<file path="src/rtl/issue_scheduler_pkg.sv">
// Shared types and sizes for the issue scheduler and its oldest-ready finder.
package issue_scheduler_pkg;

    localparam int unsigned BUF_SIZE  = 16;
    localparam int unsigned NUM_UNITS = 4;
    localparam int unsigned IDX_W     = $clog2(BUF_SIZE);
    localparam int unsigned UNIT_W    = 2;
    localparam int unsigned TAG_W     = 6;
    localparam int unsigned NESO_W    = 4;

    typedef logic [IDX_W-1:0] index_t;
    typedef logic [TAG_W-1:0] spectag_t;

    typedef enum logic [UNIT_W-1:0] {
        U_ALU    = 2'd0,
        U_BRANCH = 2'd1,
        U_LOAD   = 2'd2,
        U_STORE  = 2'd3
    } unit_t;

    typedef enum logic [1:0] {
        S_NOT_USED     = 2'd0,
        S_NOT_EXECUTED = 2'd1,
        S_EXECUTING    = 2'd2,
        S_DONE         = 2'd3
    } e_state_t;

    typedef struct packed {
        e_state_t          e_state;
        unit_t             Unit;
        logic              J_rdy;
        logic              K_rdy;
        logic              A_rdy;
        logic [NESO_W-1:0] number_of_early_store_ops;
        spectag_t          speculative_tag;
    } entry_t;

    typedef enum logic {
        F_IDLE  = 1'b0,
        F_OFFER = 1'b1
    } ufsm_t;

    // Loads and stores must wait until no older stores are outstanding.
    function automatic logic is_mem_unit(unit_t u);
        return (u == U_LOAD) || (u == U_STORE);
    endfunction

endpackage

</file>
<file path="src/rtl/issue_scheduler_oldest_ready_finder.sv">
// Priority-encodes the lowest-index ready, unexecuted entry for one unit class.
module oldest_ready_finder
    import issue_scheduler_pkg::*;
(
    input  entry_t [BUF_SIZE-1:0] entries_i,
    input  unit_t                 unit_i,
    input  logic                  excl_valid_i,
    input  index_t                excl_index_i,
    input  logic                  kill_valid_i,
    input  spectag_t              kill_mask_i,
    output logic                  found_o,
    output index_t                index_o
);

    logic [BUF_SIZE-1:0] cand;

    // Per-entry eligibility; the excluded index is the one being accepted this cycle.
    always_comb begin
        cand = '0;
        for (int i = 0; i < BUF_SIZE; i++) begin
            cand[i] = (entries_i[i].e_state == S_NOT_EXECUTED)
                   && (entries_i[i].Unit == unit_i)
                   && entries_i[i].J_rdy && entries_i[i].K_rdy && entries_i[i].A_rdy
                   && (!is_mem_unit(unit_i) || (entries_i[i].number_of_early_store_ops == '0))
                   && !(kill_valid_i && ((entries_i[i].speculative_tag & kill_mask_i) != '0))
                   && !(excl_valid_i && (excl_index_i == IDX_W'(i)));
        end
    end

    // Lowest index wins: scan downwards so the last hit is the oldest.
    always_comb begin
        found_o = |cand;
        index_o = '0;
        for (int i = BUF_SIZE - 1; i >= 0; i--) begin
            if (cand[i]) begin
                index_o = IDX_W'(i);
            end
        end
    end

endmodule

</file>
<file path="src/rtl/issue_scheduler.sv">
// Per-unit issue scheduler: oldest-ready selection, registered valid/ready offer,
// kill squash, freed-entry drop and saturating stall counters.
module issue_scheduler
    import issue_scheduler_pkg::*;
#(
    parameter int unsigned STALL_W = 8
) (
    input  logic                                clk,
    input  logic                                rst,
    input  entry_t [BUF_SIZE-1:0]               entries_all_i,
    input  logic   [NUM_UNITS-1:0]              fu_ready_i,
    input  logic                                kill_valid_i,
    input  spectag_t                            kill_mask_i,
    output logic   [NUM_UNITS-1:0]              issue_valid_o,
    output index_t [NUM_UNITS-1:0]              issue_index_o,
    output entry_t [NUM_UNITS-1:0]              issue_entry_o,
    output logic   [NUM_UNITS-1:0]              mark_issued_o,
    output logic   [NUM_UNITS-1:0][STALL_W-1:0] stall_cycles_o
);

    localparam logic [STALL_W-1:0] STALL_MAX = '1;

    ufsm_t state_q [NUM_UNITS];
    ufsm_t state_d [NUM_UNITS];

    logic   [NUM_UNITS-1:0]              issue_valid_q, issue_valid_d;
    index_t [NUM_UNITS-1:0]              issue_index_q, issue_index_d;
    entry_t [NUM_UNITS-1:0]              issue_entry_q, issue_entry_d;
    logic   [NUM_UNITS-1:0][STALL_W-1:0] stall_q, stall_d;

    logic   [NUM_UNITS-1:0] in_offer;
    logic   [NUM_UNITS-1:0] found;
    logic   [NUM_UNITS-1:0] killed;
    logic   [NUM_UNITS-1:0] freed;
    logic   [NUM_UNITS-1:0] mark;
    index_t [NUM_UNITS-1:0] found_idx;

    for (genvar u = 0; u < NUM_UNITS; u++) begin : g_unit
        oldest_ready_finder u_finder (
            .entries_i    (entries_all_i),
            .unit_i       (unit_t'(UNIT_W'(u))),
            .excl_valid_i (in_offer[u]),
            .excl_index_i (issue_index_q[u]),
            .kill_valid_i (kill_valid_i),
            .kill_mask_i  (kill_mask_i),
            .found_o      (found[u]),
            .index_o      (found_idx[u])
        );
    end

    // Offer status: squash, freed entry, and the handshake itself.
    always_comb begin
        in_offer = '0;
        killed   = '0;
        freed    = '0;
        mark     = '0;
        for (int u = 0; u < NUM_UNITS; u++) begin
            in_offer[u] = (state_q[u] == F_OFFER);
            killed[u]   = kill_valid_i
                       && ((issue_entry_q[u].speculative_tag & kill_mask_i) != '0);
            freed[u]    = (entries_all_i[issue_index_q[u]].e_state == S_NOT_USED);
            mark[u]     = issue_valid_q[u] && fu_ready_i[u] && !killed[u] && !freed[u];
        end
    end

    assign mark_issued_o = mark;

    // FSM state registers.
    always_ff @(posedge clk or posedge rst) begin
        if (rst) begin
            for (int u = 0; u < NUM_UNITS; u++) begin
                state_q[u] <= F_IDLE;
            end
        end else begin
            for (int u = 0; u < NUM_UNITS; u++) begin
                state_q[u] <= state_d[u];
            end
        end
    end

    // Next state: no preemption; squash or free drops the offer, accept reloads if possible.
    always_comb begin
        for (int u = 0; u < NUM_UNITS; u++) begin
            state_d[u] = state_q[u];
            case (state_q[u])
                F_IDLE: begin
                    if (found[u]) begin
                        state_d[u] = F_OFFER;
                    end
                end
                F_OFFER: begin
                    if (killed[u] || freed[u]) begin
                        state_d[u] = F_IDLE;
                    end else if (mark[u]) begin
                        state_d[u] = found[u] ? F_OFFER : F_IDLE;
                    end
                end
                default: state_d[u] = F_IDLE;
            endcase
        end
    end

    // Output next values: snapshot on load, stall counting while the offer waits.
    always_comb begin
        issue_index_d = issue_index_q;
        issue_entry_d = issue_entry_q;
        issue_valid_d = '0;
        stall_d       = '0;
        for (int u = 0; u < NUM_UNITS; u++) begin
            if (found[u] && ((state_q[u] == F_IDLE)
                             || ((state_q[u] == F_OFFER) && mark[u]))) begin
                issue_index_d[u] = found_idx[u];
                issue_entry_d[u] = entries_all_i[found_idx[u]];
            end
            issue_valid_d[u] = (state_d[u] == F_OFFER);
            if ((state_q[u] == F_OFFER) && !mark[u] && !killed[u] && !freed[u]) begin
                stall_d[u] = (stall_q[u] == STALL_MAX) ? STALL_MAX
                                                       : stall_q[u] + STALL_W'(1);
            end
        end
    end

    // Registered offer outputs.
    always_ff @(posedge clk or posedge rst) begin
        if (rst) begin
            issue_valid_q <= '0;
            issue_index_q <= '0;
            issue_entry_q <= '0;
            stall_q       <= '0;
        end else begin
            issue_valid_q <= issue_valid_d;
            issue_index_q <= issue_index_d;
            issue_entry_q <= issue_entry_d;
            stall_q       <= stall_d;
        end
    end

    assign issue_valid_o  = issue_valid_q;
    assign issue_index_o  = issue_index_q;
    assign issue_entry_o  = issue_entry_q;
    assign stall_cycles_o = stall_q;

endmodule
</file>
<file path="config.mk">
export PLATFORM = sky130hd
export DESIGN_NAME = issue_scheduler
export DESIGN_NICKNAME = d
export VERILOG_FILES = /design/src/rtl/issue_scheduler_pkg.sv /design/src/rtl/issue_scheduler_oldest_ready_finder.sv /design/src/rtl/issue_scheduler.sv
export SDC_FILE = /design/constraint.sdc
export NUM_CORES = 1
export LEC_CHECK = 0
export CORE_ASPECT_RATIO = 1.75
export CORE_MARGIN = 5
export CORE_UTILIZATION = 30
export DETAILED_ROUTE_END_ITERATION = 10
export GPL_ROUTABILITY_DRIVEN = 0
export GPL_TIMING_DRIVEN = 0
export PLACE_DENSITY_LB_ADDON = 0.08
export RECOVER_POWER = 100
export SYNTH_ARGS = -nofsm -noshare
export SYNTH_HDL_FRONTEND = slang
export SYNTH_SLANG_ARGS = --single-unit
</file>
<file path="constraint.sdc">
create_clock -name clk -period 4.7 [get_ports clk]
set_clock_uncertainty 0.15 [all_clocks]
set_input_delay 0.705 -clock clk [delete_from_list [all_inputs] [get_ports clk]]
set_output_delay 0.705 -clock clk [all_outputs]
set_load 0.01 [all_outputs]
</file>
Word level (Yosys, flattened, before mapping). Index checks and enable logic that the tools add are counted.

Bitwise logic cells: 24. Add/sub/neg operators: 4. Reductions and logical operators: 696. Muxes and demuxes: 104. $lt $le $gt $ge: 8. Equal/unequal tests: 128.

Operators with widths (count): $bmux W17 S4 (8); $logic_and A1 B1 Y1 (532); $mux W4 (64); $mux W17 (8); $eq A4 B4 Y1 const B (32); $and A6 B6 Y6 (20); $reduce_bool A6 Y1 (20); $logic_not A1 Y1 (92); $logic_not A4 Y1 (20); $eq A2 B1 Y1 const B (32); $eq A2 B2 Y1 const B (32); $eq A4 B3 Y1 const B (16); $mux W8 (8); $reduce_or A16 Y1 (4); $logic_not A2 Y1 (20); $lt A4 B5 Y1 const B (8); $add A8 B1 Y8 const B (4); $eq A4 B2 Y1 const B (8); $eq A8 B8 Y1 const B (4); $eq A4 B1 Y1 const B (4); $mux W1 (12); $logic_or A1 B1 Y1 (8); $pmux W1 S2 (4); $not A1 Y1 (4).

Flip-flop bits (word level): 124. Output and inout bits: 124. Logic and storage cells: 1005. Bits of input ports: 285.

Depth between registers and ports, before layout.
Word-level depth: 26. Mapped depth: 15. Gate-level depth less buffers: 10.

Hierarchy. From an unflattened synthesis, not the netlist that was laid out.

Cells, all modules: 2060. Area, all modules: 21471.8 µm².

By module, submodules not included: issue_scheduler (instances 1, area an instance 13839.5 µm², sequential area each 3002.9 µm², cells an instance 916); oldest_ready_finder (instances 4, area an instance 1908.1 µm², sequential area each 0.0 µm², cells an instance 286).

Worst setup path after synthesis. No wires, ideal clock.

Path type: input to register. From: input port kill_valid_i. To: register issue_entry_q, in the netlist issue_entry_o[0]. Data required time: 4427 ps. Data arrival time: 3554 ps. Path buffers: 3. Stages on the path: 13. Setup slack: 873 ps. Path through: buf_2 inv_2 buf_4 a31oi_2 nor4b_1 or4_1 nand3b_1 nand2_1 buf_2 mux4_2 mux2_2 a22oi_1 nand2_1.

Cells in the longest elaborated chain, start to end: 22. Elaborated cells on any way between the ends: 90.

RTL lines: start: declaration (RTL line issue_scheduler.sv:12) `input logic kill_valid_i,`; $logic_and A1 B1 Y1 (RTL line issue_scheduler_oldest_ready_finder.sv:25) `&& !(kill_valid_i && ((entries_i[i].speculative_tag & kill_mask_i) != '0))`; $logic_not A1 Y1 (RTL line issue_scheduler_oldest_ready_finder.sv:25); $logic_and A1 B1 Y1 (RTL line issue_scheduler_oldest_ready_finder.sv:25); $logic_and A1 B1 Y1 (RTL line issue_scheduler_oldest_ready_finder.sv:26) `&& !(excl_valid_i && (excl_index_i == IDX_W'(i)));`; $mux W4 (16 in a row) (RTL line issue_scheduler_oldest_ready_finder.sv:35) `if (cand[i]) begin`; $bmux W17 S4 (RTL line issue_scheduler.sv:113) `issue_entry_d[u] = entries_all_i[found_idx[u]];`; $mux W17 (implied by the code) (RTL line issue_scheduler.sv:113); end signal: assignment (RTL line issue_scheduler.sv:133) `issue_entry_q <= issue_entry_d;`; end: declaration (RTL line issue_scheduler.sv:28) `entry_t [NUM_UNITS-1:0] issue_entry_q, issue_entry_d;`.

Parallel ways exist; a longest one is shown, timed or not. The select of a mux whose other input is x is not followed. A chain may end at the register's enable or synchronous reset.

Worst setup path in the final report.
From: input port kill_mask_i[2]. To: register issue_entry_q, in the netlist issue_entry_o[21].

Cells in the longest elaborated chain, start to end: 24. Elaborated cells on any way between the ends: 124.

RTL lines: start: declaration (RTL line issue_scheduler.sv:13) `input spectag_t kill_mask_i,`; $and A6 B6 Y6 (RTL line issue_scheduler_oldest_ready_finder.sv:25); $reduce_bool A6 Y1 (RTL line issue_scheduler_oldest_ready_finder.sv:25); $logic_and A1 B1 Y1 (RTL line issue_scheduler_oldest_ready_finder.sv:25); $logic_not A1 Y1 (RTL line issue_scheduler_oldest_ready_finder.sv:25); $logic_and A1 B1 Y1 (RTL line issue_scheduler_oldest_ready_finder.sv:25); $logic_and A1 B1 Y1 (RTL line issue_scheduler_oldest_ready_finder.sv:26); $mux W4 (16 in a row) (RTL line issue_scheduler_oldest_ready_finder.sv:35); $bmux W17 S4 (RTL line issue_scheduler.sv:113); $mux W17 (implied by the code) (RTL line issue_scheduler.sv:113).

Parallel ways exist; a longest one is shown, timed or not. The select of a mux whose other input is x is not followed.

==> flow_summary.yaml <==
outcome:
  status: "finished, violations left"
  violations: "capacitance limit, slew limit, setup timing"
floorplan:
  die_h_um: 291
  coreArea_mm2: 0.0450
  ios: 409
  start_util_pct: 30.2
  die_width_um: 171
  placement_rows: 103
  die_area_mm2: 0.0498
timing:
  finalCritPeriodShare_pct: 101
  setup_violations: 1
  finalHoldViolations: 0
  min_period_ps: 4730
  tightest_slew_ps: 2200
  grt_setup_unrepaired: "true"
  setup_ws_ps: -27.4
  fmax_mhz: 212
  finalMaxSlewViolations: 123
  slew_headroom_pct: -47.4
route:
  via_per_inst: 6.56
  drt-pass1-iter-count: 9
  wirelength_mm: 88.1
  ant_nets: 0
  drt_iter0_markers: 1755
  num_vias: 17300
  post-route-drc-count: 0
  wl_per_cell_um: 33.3
synthesis:
  synth_cell_types: 104
  ys_warn_count: 0
  synth.avg_cell_area_um2: 8.39
  synth_cells: 1618
  syn-num-nets: 1907
  synth_ff_type: "dfrtp_1"
  synth.yosys.seq_area_share_pct: 22.1
  ys_seq_elements: 120
  synth_enable_flop_cells: 0
  syn_area_mm2: 0.0136
  async_flop_share_pct: 100
cts:
  cts_tree: "yes"
  holdBufCountCts: 0
  root_buffer: "clkbuf_16"
  clkSinkCount: 120
  cts_made_buffers: 17
  h-tree-depth: 4
  clk_pin_slew_ps: 60
  clock_latency_ps: 480
  cts.path.max_buffers: 2
worst_setup_path:
  reg2reg_from: "issue_index_o[2]"
  reg2regPathDepth: 13
  cp-startpoint: "kill_mask_i[2]"
  endpoint: "issue_entry_o[21]"
  cp.required_ps: 4930
  worstReg2RegEnd: "issue_entry_o[3]"
  r2r_slack_ps: 290
  critPathMaxFanout: 10
  worstSetupPathType: "primary input to flop"
  start_kind: "primary input"
  end_kind: "flop"
  arrival_ps: 4960
place:
  placed_area_mm2: 0.0184
  portBuffers: 405
  place_ws_ps: -964
  hpwlAfterDp_mm: 71.8
  dp_cells: 2601
final_layout:
  final_nets: 2342
  drive_gt1_share_pct: 13.9
  layout.cells.most_common: "clkdlybuf4s50_1"
  stdcell_count: 2645
  area_growth_pct: 43.9
  final_cell_mix: "284 x clkdlybuf4s50_1, 133 x mux2i_1, 127 x nor2_1"
  fillers: 4601
  final_area_mm2: 0.0195
global_route:
  grt_max_degree: 76
  grt_pass1_vias: 17200
  grt_pass1_wl_mm: 122
  grt_use_met3_pct: 8.29
  use_met2_pct: 56.9
  gr-total-overflow: 0
  grt_util_all_layers_pct: 33.9
  use_met1_pct: 35.4
  grt_busiest_layer: "met2"
  antenna_found_initial: 3
hold_path:
  min_from: "issue_entry_o[65]"
  worstHoldPathType: "flop to flop"
power:
  pwr-share-seq_pct: 28.9
  p_total_mw: 4.55
  switching_share_pct: 38.2
  combinationalPowerShare_pct: 39.5
  internal-power_mw: 2.81
  ir_drop_uv: 179
  p_sw_mw: 1.74
  power_density_mw_per_mm2: 233
  pwr-share-clk_pct: 31.5
  power.leakage_nw: 7.16
run:
  drv_cap: 2
[flip-flops by register name, indices dropped and copies added (netlist names)]
signal	flops
issue_index_o	16
issue_valid_o	4
stall_cycles_o	32
issue_entry_o	68
[power by group through the flow]
| stage | clock network (mW) | registers [mW] | logic [mW] |
|---|---|---|---|
| finish | 1.44 | 1.32 | 1.80 |
| global route | 1.50 | 1.33 | 1.86 |
| CTS | 1.46 | 1.32 | 1.80 |
| detailed placement | 0 | 1.34 | 1.77 |
| global placement | 0 | 1.34 | 1.76 |
| floorplan | 0 | 1.36 | 0.665 |
[critical path, cell delays in order]
cell	delay [ps]
clkdlybuf4s50_1	520
buf_4	240
buf_4	210
a22oi_1	280
a31oi_4	220
a2111oi_2	660
a31oi_2	210
and4_1	270
a21boi_1	330
buf_2	350
nor2_1	70
a221o_1	320
a211oi_1	290
and3_1	250
[cells by family after synthesis]
group	Yosys count	synth area share, %
adder cells (fa/ha/maj)	4	0.369
multiplexers	188	16.9
AO/OA/AOI/OAI	507	27.7
AND/OR/NAND/NOR	648	26.9
buffers and inverters	142	5.48
XOR/XNOR	9	0.581
flip-flops	120	22.1
[repair_timing]
| action | CTS | global route |
|---|---|---|
| buffers inserted | 8 | 3 |
| gates cloned | 0 | 0 |
| resized for setup | 30 | 55 |
| pin swaps | 2 | 4 |
| setup endpoints to repair | 48 | 35 |
[per-stage QoR]
| step | setup TNS [ps] | hold slack (ps) | utilization, % |
|---|---|---|---|
| floorplan | 0 | 354 | - |
| global placement | -218930 | 301 | 40.8 |
| detailed placement | -43700 | 302 | 40.9 |
| CTS | -43.1 | 321 | 42.8 |
| global route | -193 | 326 | 43.4 |
| finish | -27.4 | 311 | 43.4 |
[worst min-delay path by stage]
stage / slack, ps / endpoint / depth (start not counted)
after floorplan: 350 / issue_entry_o[10] / 1
after global placement: 300 / issue_entry_o[64] / 1
after detailed placement: 300 / issue_entry_o[49] / 1
after CTS: 320 / issue_entry_o[28] / 1
after global routing: 330 / issue_entry_o[28] / 1
final: 310 / issue_entry_o[65] / 1
[cells in the mapped netlist (6+ instances only)]
master       n  area [um^2]
nor4b_1     13          114
and2_1      21          131
and3_1      19          119
and4_1       6         52.6
mux2_2      25          282
a2111oi_0   10         87.6
nand4_1     26          163
a32oi_1      6         52.6
mux2i_1    133         1330
nand2b_1    28          175
a221o_1      9         90.1
nor2b_1     30          188
buf_6        9          101
or4_1       21          158
a31oi_1     28          175
a311oi_1     9         78.8
mux4_2      30          676
nor3_1      27          135
and4b_1      7         70.1
nor3b_1      9         67.6
nand2_1    122          458
a211oi_1    23          173
a22oi_1     87          653
buf_2       26          130
o211ai_1    49          368
nor2_1     128          480
o21a_1      10         75.1
a21boi_0     6         45.0
nand3b_1    20          150
o2111ai_1   10         87.6
inv_1       47          176
or4b_2       6         60.1
o221ai_1    16          140
or2_2       18          113
a22o_1       8         70.1
a21oi_1     67          335
dfrtp_1    120         3000
a221oi_1    13          114
nor4_1      57          357
buf_4       25          188
clkbuf_1    31          116
o21ai_0     77          385
nand3_1     51          255
[per-layer routing]
metal | wire length (um) | up-vias
met2 | 41400 | 1277
met4 | 9390 | 0
li1 | - | 7307
met1 | 29100 | 8299
met3 | 8170 | 458
met5 | 0 | -
[cell type report]
| cell class | instances | area (um^2) | area share, % |
|---|---|---|---|
| diodes | 3 | 7.51 | 0.0384 |
| plain buffers | 93 | 574 | 2.94 |
| clock buffers | 17 | 425 | 2.18 |
| clock inverters | 14 | 174 | 0.891 |
| inverters | 48 | 181 | 0.929 |
| multi-input cells | 1356 | 10300 | 52.7 |
| flip-flops and latches | 120 | 3000 | 15.4 |
| well taps | 577 | 722 | 3.70 |
| repair buffers | 417 | 4150 | 21.3 |
No activity file was read; power rests on OpenSTA's default activity.
